### src/rtl/stream_pkg.sv
// Shared definitions for the 32-bit word to byte-stream serializer:
// FSM state encoding, datapath widths and byte-lane select constants.
package stream_pkg;

    // IDLE: no word held. SEND: word held with bytes still pending.
    typedef enum logic {
        IDLE = 1'b0,
        SEND = 1'b1
    } state_t;

    localparam int BYTE_W = 8;
    localparam int WORD_W = 32;

    // Byte lanes of the 32-bit word: lane 0 is bits 7:0, lane 3 is bits 31:24.
    localparam logic [1:0] LANE_B0 = 2'd0;
    localparam logic [1:0] LANE_B1 = 2'd1;
    localparam logic [1:0] LANE_B2 = 2'd2;
    localparam logic [1:0] LANE_B3 = 2'd3;

    // Map the running byte index onto the lane to emit, by transmit order.
    function automatic logic [1:0] lane_sel(input logic [1:0] idx, input logic msb_first);
        logic [1:0] lane;
        if (msb_first) begin
            lane = LANE_B3 - idx;
        end else begin
            lane = LANE_B0 + idx;
        end
        return lane;
    endfunction

endpackage

### src/rtl/stream_serializer.sv
// Word-to-byte serializer: accepts a 32-bit word with a 1..4 byte length and
// emits its bytes one per cycle on a valid/ready byte stream, with the last
// byte flagged. The upstream side is re-opened on the cycle the last byte
// leaves, so consecutive words stream without a bubble.
module stream_serializer
    import stream_pkg::*;
#(
    parameter bit MSB_FIRST = 1'b1
) (
    input  logic                clk,
    input  logic                reset,
    input  logic                i_valid_i,
    input  logic [WORD_W-1:0]   i_data_i,
    input  logic [1:0]          i_len_i,
    output logic                i_ready_o,
    input  logic                e_ready_i,
    output logic                e_valid_o,
    output logic [BYTE_W-1:0]   e_data_o,
    output logic                e_last_o
);

    state_t              state_q, state_d;
    logic [WORD_W-1:0]   word_q,  word_d;
    logic [1:0]          len_q,   len_d;
    logic [1:0]          idx_q,   idx_d;
    logic [1:0]          lane;
    logic                word_xfer;
    logic                byte_xfer;

    // Stream outputs depend only on held registers, never on upstream inputs.
    assign e_valid_o = (state_q == SEND);
    assign e_last_o  = (state_q == SEND) && (idx_q == len_q);
    assign byte_xfer = e_valid_o && e_ready_i;

    // Upstream may load a new word when empty or as the final byte departs.
    assign i_ready_o = (state_q == IDLE) || (byte_xfer && e_last_o);
    assign word_xfer = i_valid_i && i_ready_o;

    // Byte-lane mux selecting the current byte out of the held word.
    always_comb begin
        lane = lane_sel(idx_q, MSB_FIRST);
        e_data_o = '0;
        case (lane)
            LANE_B0: e_data_o = word_q[7:0];
            LANE_B1: e_data_o = word_q[15:8];
            LANE_B2: e_data_o = word_q[23:16];
            LANE_B3: e_data_o = word_q[31:24];
            default: e_data_o = '0;
        endcase
    end

    // Next-state logic: load on word transfer, step the index per byte sent.
    always_comb begin
        // NOTE: every output of this block gets a default first, so no path leaves one unassigned and no latch is inferred.
        state_d = state_q;
        word_d  = word_q;
        len_d   = len_q;
        idx_d   = idx_q;
        case (state_q)
            IDLE: begin
                if (word_xfer) begin
                    state_d = SEND;
                    word_d  = i_data_i;
                    len_d   = i_len_i;
                    idx_d   = 2'd0;
                end
            end
            SEND: begin
                if (byte_xfer) begin
                    if (e_last_o) begin
                        if (word_xfer) begin
                            state_d = SEND;
                            word_d  = i_data_i;
                            len_d   = i_len_i;
                            idx_d   = 2'd0;
                        end else begin
                            state_d = IDLE;
                            idx_d   = 2'd0;
                        end
                    end else begin
                        idx_d = idx_q + 2'd1;
                    end
                end
            end
            default: begin
                state_d = IDLE;
                idx_d   = 2'd0;
            end
        endcase
    end

    // State and datapath registers; reset empties the serializer at once.
    always_ff @(posedge clk or negedge reset) begin
        if (!reset) begin
            // NOTE: the held word is a plain register, so it is cleared on reset like the rest; a reset byte therefore reads as 8'h00.
            state_q <= IDLE;
            word_q  <= '0;
            len_q   <= 2'd0;
            idx_q   <= 2'd0;
        end else begin
            // NOTE: sequential state uses non-blocking assignments so all registers update together from pre-edge values.
            state_q <= state_d;
            word_q  <= word_d;
            len_q   <= len_d;
            idx_q   <= idx_d;
        end
    end

endmodule

### config.mk
export PLATFORM = sky130hd
export DESIGN_NAME = stream_serializer
export DESIGN_NICKNAME = d
export VERILOG_FILES = /design/src/rtl/stream_pkg.sv /design/src/rtl/stream_serializer.sv
export SDC_FILE = /design/constraint.sdc
export NUM_CORES = 1
export LEC_CHECK = 0
export ABC_AREA = 1
export CELL_PAD_IN_SITES_DETAIL_PLACEMENT = 1
export CELL_PAD_IN_SITES_GLOBAL_PLACEMENT = 2
export CORE_MARGIN = 4
export CORE_UTILIZATION = 24
export CTS_CLUSTER_SIZE = 25
export DETAILED_ROUTE_END_ITERATION = 8
export GPL_TIMING_DRIVEN = 0
export PLACE_DENSITY = 0.78
export SKIP_CTS_REPAIR_TIMING = 1
export SLEW_MARGIN = 20
export SYNTH_ARGS = -nofsm -noshare
export SYNTH_HDL_FRONTEND = slang
export SYNTH_SLANG_ARGS = --single-unit
### constraint.sdc
create_clock -name clk -period 1.4 [get_ports clk]
set_clock_uncertainty 0.15 [all_clocks]
set_input_delay 0.14 -clock clk [delete_from_list [all_inputs] [get_ports clk]]
set_output_delay 0.14 -clock clk [all_outputs]
set_load 0.005 [all_outputs]
==> results of run 1 <==
final cells by class:
| type | count | area, um^2 |
|---|---|---|
| tap | 99 | 124 |
| clock buffer | 6 | 82.6 |
| fill | 860 | 4320 |
| timing repair buffer | 66 | 643 |
| clock inverter | 2 | 13.8 |
| inverter | 6 | 32.5 |
| buffer | 12 | 126 |
| sequential | 37 | 928 |
| multi-input combinational | 163 | 985 |
worst max-delay path: cells and delay by family, from the launching register on:
kind                       cells  cell delay, ps
buffers and inverters          4             490
DFF                            1             430
AOI/OAI and AO/OA              2             270
adders and majority gates      1             140
where the power goes:
group / switching [uW] / internal, uW
Combinational: 1830 / 1860
Sequential: 386 / 1580
Clock: 410 / 399
Total: 2620 / 3830
logic make-up after synthesis:
kind of cell | Yosys count | share of synthesized area (%)
buffers and inverters | 20 | 6.18
and+or+nand+nor | 138 | 32.7
DFF | 37 | 52.0
adders and majority gates | 4 | 2.81
xor gates and xnor gates | 1 | 0.492
AOI/OAI and AO/OA | 19 | 5.90
Yosys cell counts:
cell and n:
a21oi_1 8, o21ai_0 3, clkbuf_1 4, buf_1 3, buf_6 3, a31oi_1 8, dfrtp_1 37, nand2_4 2
buf_4 3, buf_2 1, inv_2 1, ha_1 4, inv_1 5, nor2_1 9, nand4_1 2, nand2_1 90
xnor2_1 1, nand3_1 35
metrics by stage:
stage	hold slack, ps	TNS [ps]	cell area, um^2	cells
floorplan	-306	-314	1780	219
global placement	306	-47460	2380	365
detailed placement	-97.8	-14530	2390	366
CTS	-428	-18030	2490	374
global route	131	-20120	2940	391
finish	101	-16130	2940	391
how the worst min path moves through the flow:
| stage | to | from | slack [ps] | cells past startpoint |
|---|---|---|---|---|
| 2_1_floorplan | e_valid_o | reset | -310 | 0 |
| 3_3_place_gp | word_q[11] | word_q[11] | 310 | 2 |
| 3_5_place_dp | idx_q[1] | reset | -100 | 1 |
| 4_1_cts | idx_q[1] | reset | -430 | 1 |
| 5_1_grt | word_q[8] | i_valid_i | 130 | 3 |
| 6_report | e_valid_o | i_valid_i | 100 | 3 |
registers in the layout, indices dropped and copies added (netlist names):
signal / flops
word_q: 32
len_q: 2
e_valid_o: 1
idx_q: 2
metal layers:
metal	share of wire, %	global-route usage [%]	up-vias	wire [um]
met5	0	0	-	0
met3	3.4	3.04	9	206
met4	1.8	3.97	0	112
met1	44	16.6	825	2710
li1	-	-	853	-
met2	51	21.8	38	3090
==> reports/qor.csv, run 1 <==
stage,metric,value,unit
detailed_routing,wire per inst,15.7,um
synth,Mean Syn Cell Area,8.14,um^2
pwr,maximum vdd drop,668,uV
worst_setup_path,CP Data Arrival Time,1620,ps
die,FP Rows,31,
synth,Syn Nets,261,
detailed_routing,DRT Pass-1 Iters,4,
place,port buffer count,47,
worst_setup_path,Reg2Reg Setup Slack,-370,ps
layout,share of cells above drive strength 1,28.4,%
worst_setup_path,Worst Path Max Fanout,8,
layout,"commonest non-fill, non-tap cells in the layout","nand2_1, dfrtp_1, clkdlybuf4s50_1",
synth,Post-Syn Area,1780,um^2
layout,Nets,333,
place,Final GP Congestion,0.728,
timing,RSZ-0062 raised after global routing,true,
pwr,power per standard cell area,2200,nW/um^2
die,io pins,49,
synth,Syn Inst Count,219,
synth,Yosys warning count,0,
clock_network,clk buf depth,2,
layout,final core occ,40.5,%
worst_setup_path,CP Data Required Time,1110,ps
timing,Max Freq,523,MHz
grt,first-pass GRT wire length,8830,um
clock_network,clock sinks,37,
place,DP Worst Slack,-793,ps
layout,ant diodes,0,
outcome,status,finished with violations,
pwr,leakage power total,0.00141,uW
grt,vias in the first global route,1779,
timing,Slew Limit Fails,0,
timing,Relative slew margins,68.2,%
worst_setup_path,CP endpoint kind,output pin,
detailed_routing,WL final,6120,um
timing,Fin. Hold Viols,0,
grt,initial antenna violation count,0,
worst_setup_path,Worst Reg-to-Reg Cells,9,
worst_setup_path,worst setup path end,e_data_o[3],
detailed_routing,Routed Antenna Nets,0,
clock_network,Num CTS Buffers,5,
min_path,Tightest Hold Check Type,primary input to flop,
detailed_routing,DRC viols,0,
worst_setup_path,Critical R2R Launch,idx_q[0],
clock_network,CTS H-tree lvls,2,
detailed_routing,Iter 0 DRT Violations,65,
synth,sequential cell area fraction in the yosys report,52.0,%
timing,final clock period utilization by the worst path,137,%
detailed_routing,via count,1725,
synth,library cells used by synthesis,18,
timing,actual slew at the worst max-slew pin,477,ps
layout,"most common cell after layout, fill and taps aside",nand2_1,
die,initial core utilization,24.6,%
timing,final worst slack,-511,ps
die,die area,8870,um^2
detailed_routing,Vias/cell,4.41,
grt,largest net degree at the start of global routing,27,
clock_network,"Reg clk slew, reported paths",80,ps
timing,Setup Viol. Count Final,45,
clock_network,CTS tree,built,
worst_setup_path,critical-path cell list,"buf_6, inv_6, ha_4, buf_8, a21oi_2, a31oi_1, buf_2",
timing,crit path time final,1910,ps
grt,Congestion Overflow GR,0,
worst_setup_path,Crit Path Category,flop to output pin,
outcome,violated checks,negative setup slack,
grt,gr usage total,13.0,%
worst_setup_path,crit path from,idx_q[0],
synth,"flops & latches, synth",37,
job,Max-Cap Viols,0,
clock_network,clock network latency to the later pin of the worst-skew pair,300,ps
die,die height,94.2,um
synth,area fraction of the dominant cell type after synthesis,52.0,%
synth,Synth area leader,dfrtp_1,
place,dpl hpwl,4030,um
layout,Area Overhead vs Synth,64.7,%
worst_setup_path,reg2reg end,word_q[29],
clock_network,CTS root buf,clkbuf_8,
worst_setup_path,Critical-path top delay cell,dfrtp_2,
pwr,Overall Power,6450,uW
die,Core Box Area,7250,um^2
worst_setup_path,crit-path max cell delay,430,ps
synth,"top cells by area, synth","dfrtp_1, nand2_1, nand3_1",
die,Die W,94.2,um
worst_setup_path,critical path launch point type,flop,
Power figures use the tool's default switching activity.
==> run 2: changes to the inputs <==
GPL_ROUTABILITY_DRIVEN = 0   (was default)
RECOVER_POWER = 100   (was default)
==> run 2 against run 1 <==
  * The flow still finishes with violations (negative setup slack)
  * Register-to-register slack is essentially flat
  * Hold slack is essentially flat
  * Critical path depth is the same
  * Via count grew 0.17%
  * Flip-flop and latch count is the same
  * Cell area shrank 0.34%
  * Sequential share of layout area grew 0.11 points
  * First-iteration DRC count is the same
  * Maximum frequency is essentially flat
  * Global-route usage is the same
  * Critical path type unchanged
==> reports/qor.csv, run 2 (same netlist as run 1, synthesis figures left out) <==
stage,metric,value,unit,change
outcome,status,finished with violations,,
outcome,violated checks,negative setup slack,,
clock_network,CTS tree,built,,
layout,Nets,333,,unchanged
worst_setup_path,Worst Path Max Fanout,8,,unchanged
timing,crit path time final,1910,ps,-0.0510 ps
die,die height,94.2,um,unchanged
detailed_routing,Vias/cell,4.42,,+0.17%
detailed_routing,DRC viols,0,,unchanged
worst_setup_path,CP Data Arrival Time,1620,ps,about the same
detailed_routing,Routed Antenna Nets,0,,unchanged
clock_network,CTS H-tree lvls,2,,unchanged
grt,vias in the first global route,1779,,unchanged
grt,gr usage total,13.0,%,unchanged
die,initial core utilization,24.6,%,unchanged
worst_setup_path,CP top delay family,buffers and inverters,,
worst_setup_path,Critical-path top delay cell,dfrtp_2,,
layout,Area Overhead vs Synth,64.2,%,
timing,Setup Viol. Count Final,45,,unchanged
layout,max reg flops,32,,unchanged
layout,area of the multi-input gates,985,um^2,unchanged
timing,RSZ-0062 raised after global routing,true,,
layout,"commonest non-fill, non-tap cells in the layout","nand2_1, dfrtp_1, clkdlybuf4s50_1",,
timing,final worst slack,-511,ps,+0.0510 ps
worst_setup_path,CP Data Required Time,1110,ps,about the same
worst_setup_path,crit-path max cell delay,430,ps,about the same
grt,first-pass GRT wire length,8830,um,unchanged
timing,Slew Limit Fails,0,,unchanged
clock_network,CTS root buf,clkbuf_8,,
die,FP Rows,31,,unchanged
place,port buffer count,47,,unchanged
clock_network,clock network latency to the later pin of the worst-skew pair,300,ps,about the same
layout,final core occ,40.3,%,-0.14 points
detailed_routing,DRT Pass-1 Iters,4,,unchanged
layout,share of cells above drive strength 1,28.1,%,-0.34 points
worst_setup_path,critical-path cell list,"buf_6, inv_6, ha_4, buf_8, a21oi_2, a31oi_1, buf_2",,
clock_network,clock sinks,37,,unchanged
detailed_routing,WL final,6110,um,-0.16%
place,dpl hpwl,4030,um,unchanged
detailed_routing,via count,1728,,+0.17%
pwr,leakage power total,0.00140,uW,-0.43%
layout,Reg with most FFs,word_q,,
layout,Register Area,928,um^2,unchanged
clock_network,"Reg clk slew, reported paths",80,ps,about the same
timing,Max Freq,523,MHz,about the same
die,die area,8870,um^2,unchanged
worst_setup_path,critical path launch point type,flop,,
timing,Fin. Hold Viols,0,,unchanged
grt,Congestion Overflow GR,0,,unchanged
pwr,power per standard cell area,2210,nW/um^2,+0.32%
pwr,maximum vdd drop,668,uV,about the same
worst_setup_path,Buf/Inv on CP,4,,unchanged
die,Die W,94.2,um,unchanged
layout,ant diodes,0,,unchanged
layout,Non-Filler Instances,391,,unchanged
layout,fill cell count,863,,+0.35%
grt,initial antenna violation count,0,,unchanged
detailed_routing,Iter 0 DRT Violations,65,,unchanged
detailed_routing,wire per inst,15.6,um,-0.16%
worst_setup_path,Crit Path Category,flop to output pin,,
die,io pins,49,,unchanged
timing,Relative slew margins,52.6,%,-16 points
die,Core Box Area,7250,um^2,unchanged
layout,biggest regs,"word_q: 32 flops, idx_q: 2 flops, len_q: 2 flops",,
grt,largest net degree at the start of global routing,27,,unchanged
min_path,Tightest Hold Check Type,primary input to flop,,
job,Max-Cap Viols,0,,unchanged
layout,"most common cell after layout, fill and taps aside",nand2_1,,
timing,actual slew at the worst max-slew pin,712,ps,+234 ps
worst_setup_path,CP endpoint kind,output pin,,
place,Cells after DPL,366,,unchanged
timing,final clock period utilization by the worst path,137,%,about the same
clock_network,clk buf depth,2,,unchanged
clock_network,Num CTS Buffers,5,,unchanged
run 2: changes by cell type in the layout (fill, tap and decap cells not counted), sizes merged:
cell          change
buf               -1
clkbuf            +1
dlymetal6s2s      -1
dlymetal6s4s      +1
run 2: worst paths after layout:
| kind | from | depth (start not counted) | to | slack [ps] |
|---|---|---|---|---|
| max | idx_q[0] | 7 | e_data_o[3] | -510 |
| min | i_valid_i | 3 | e_valid_o | 100 |
| max reg2reg | idx_q[0] | 9 | word_q[29] | -370 |
| min reg2reg | word_q[28] | 2 | word_q[28] | 320 |
| max in group asynchronous | reset | 3 | word_q[21] | 150 |
| min in group asynchronous | reset | 2 | len_q[0] | 260 |
run 2: per-layer routing:
metal / global-route usage, % / vias to the layer above / part of all wire (%)
li1: - / 853 / -
met1: 16.6 / 828 / 44
met2: 21.8 / 38 / 51
met3: 3.04 / 9 / 3.4
met4: 3.97 / 0 / 1.8
met5: 0 / - / 0
run 2: cell type report:
| class | instances | area share, % |
|---|---|---|
| clock buffer | 6 | 2.82 |
| tap | 99 | 4.23 |
| sequential | 37 | 31.7 |
| multi-input combinational | 163 | 33.7 |
| timing repair buffer | 66 | 21.6 |
| inverter | 6 | 1.11 |
| clock inverter | 2 | 0.470 |
| buffer | 12 | 4.32 |
run 2: worst register-to-register path, delay by kind of cell (launching register included):
family / cells / cell delay, ps
buf+inv: 3 / 480
flops: 1 / 430
simple gates: 5 / 400
xor+xnor: 1 / 190
run 2: power by group:
group | switching, uW | internal (uW)
clock network | 410 | 399
logic | 1820 | 1850
registers | 386 | 1580
run 2: stage by stage:
step	worst slack (ps)	hold slack [ps]	setup TNS [ps]	area [um^2]	total power (uW)
final	-511	101	-16130	2930	6450
after global routing	-564	131	-20300	2930	6990
after CTS	-1150	-428	-18030	2490	5320
after detailed placement	-793	-97.8	-14530	2390	4480
after global placement	-903	306	-47460	2380	4410
after floorplan	-10.7	-306	-314	1780	3270
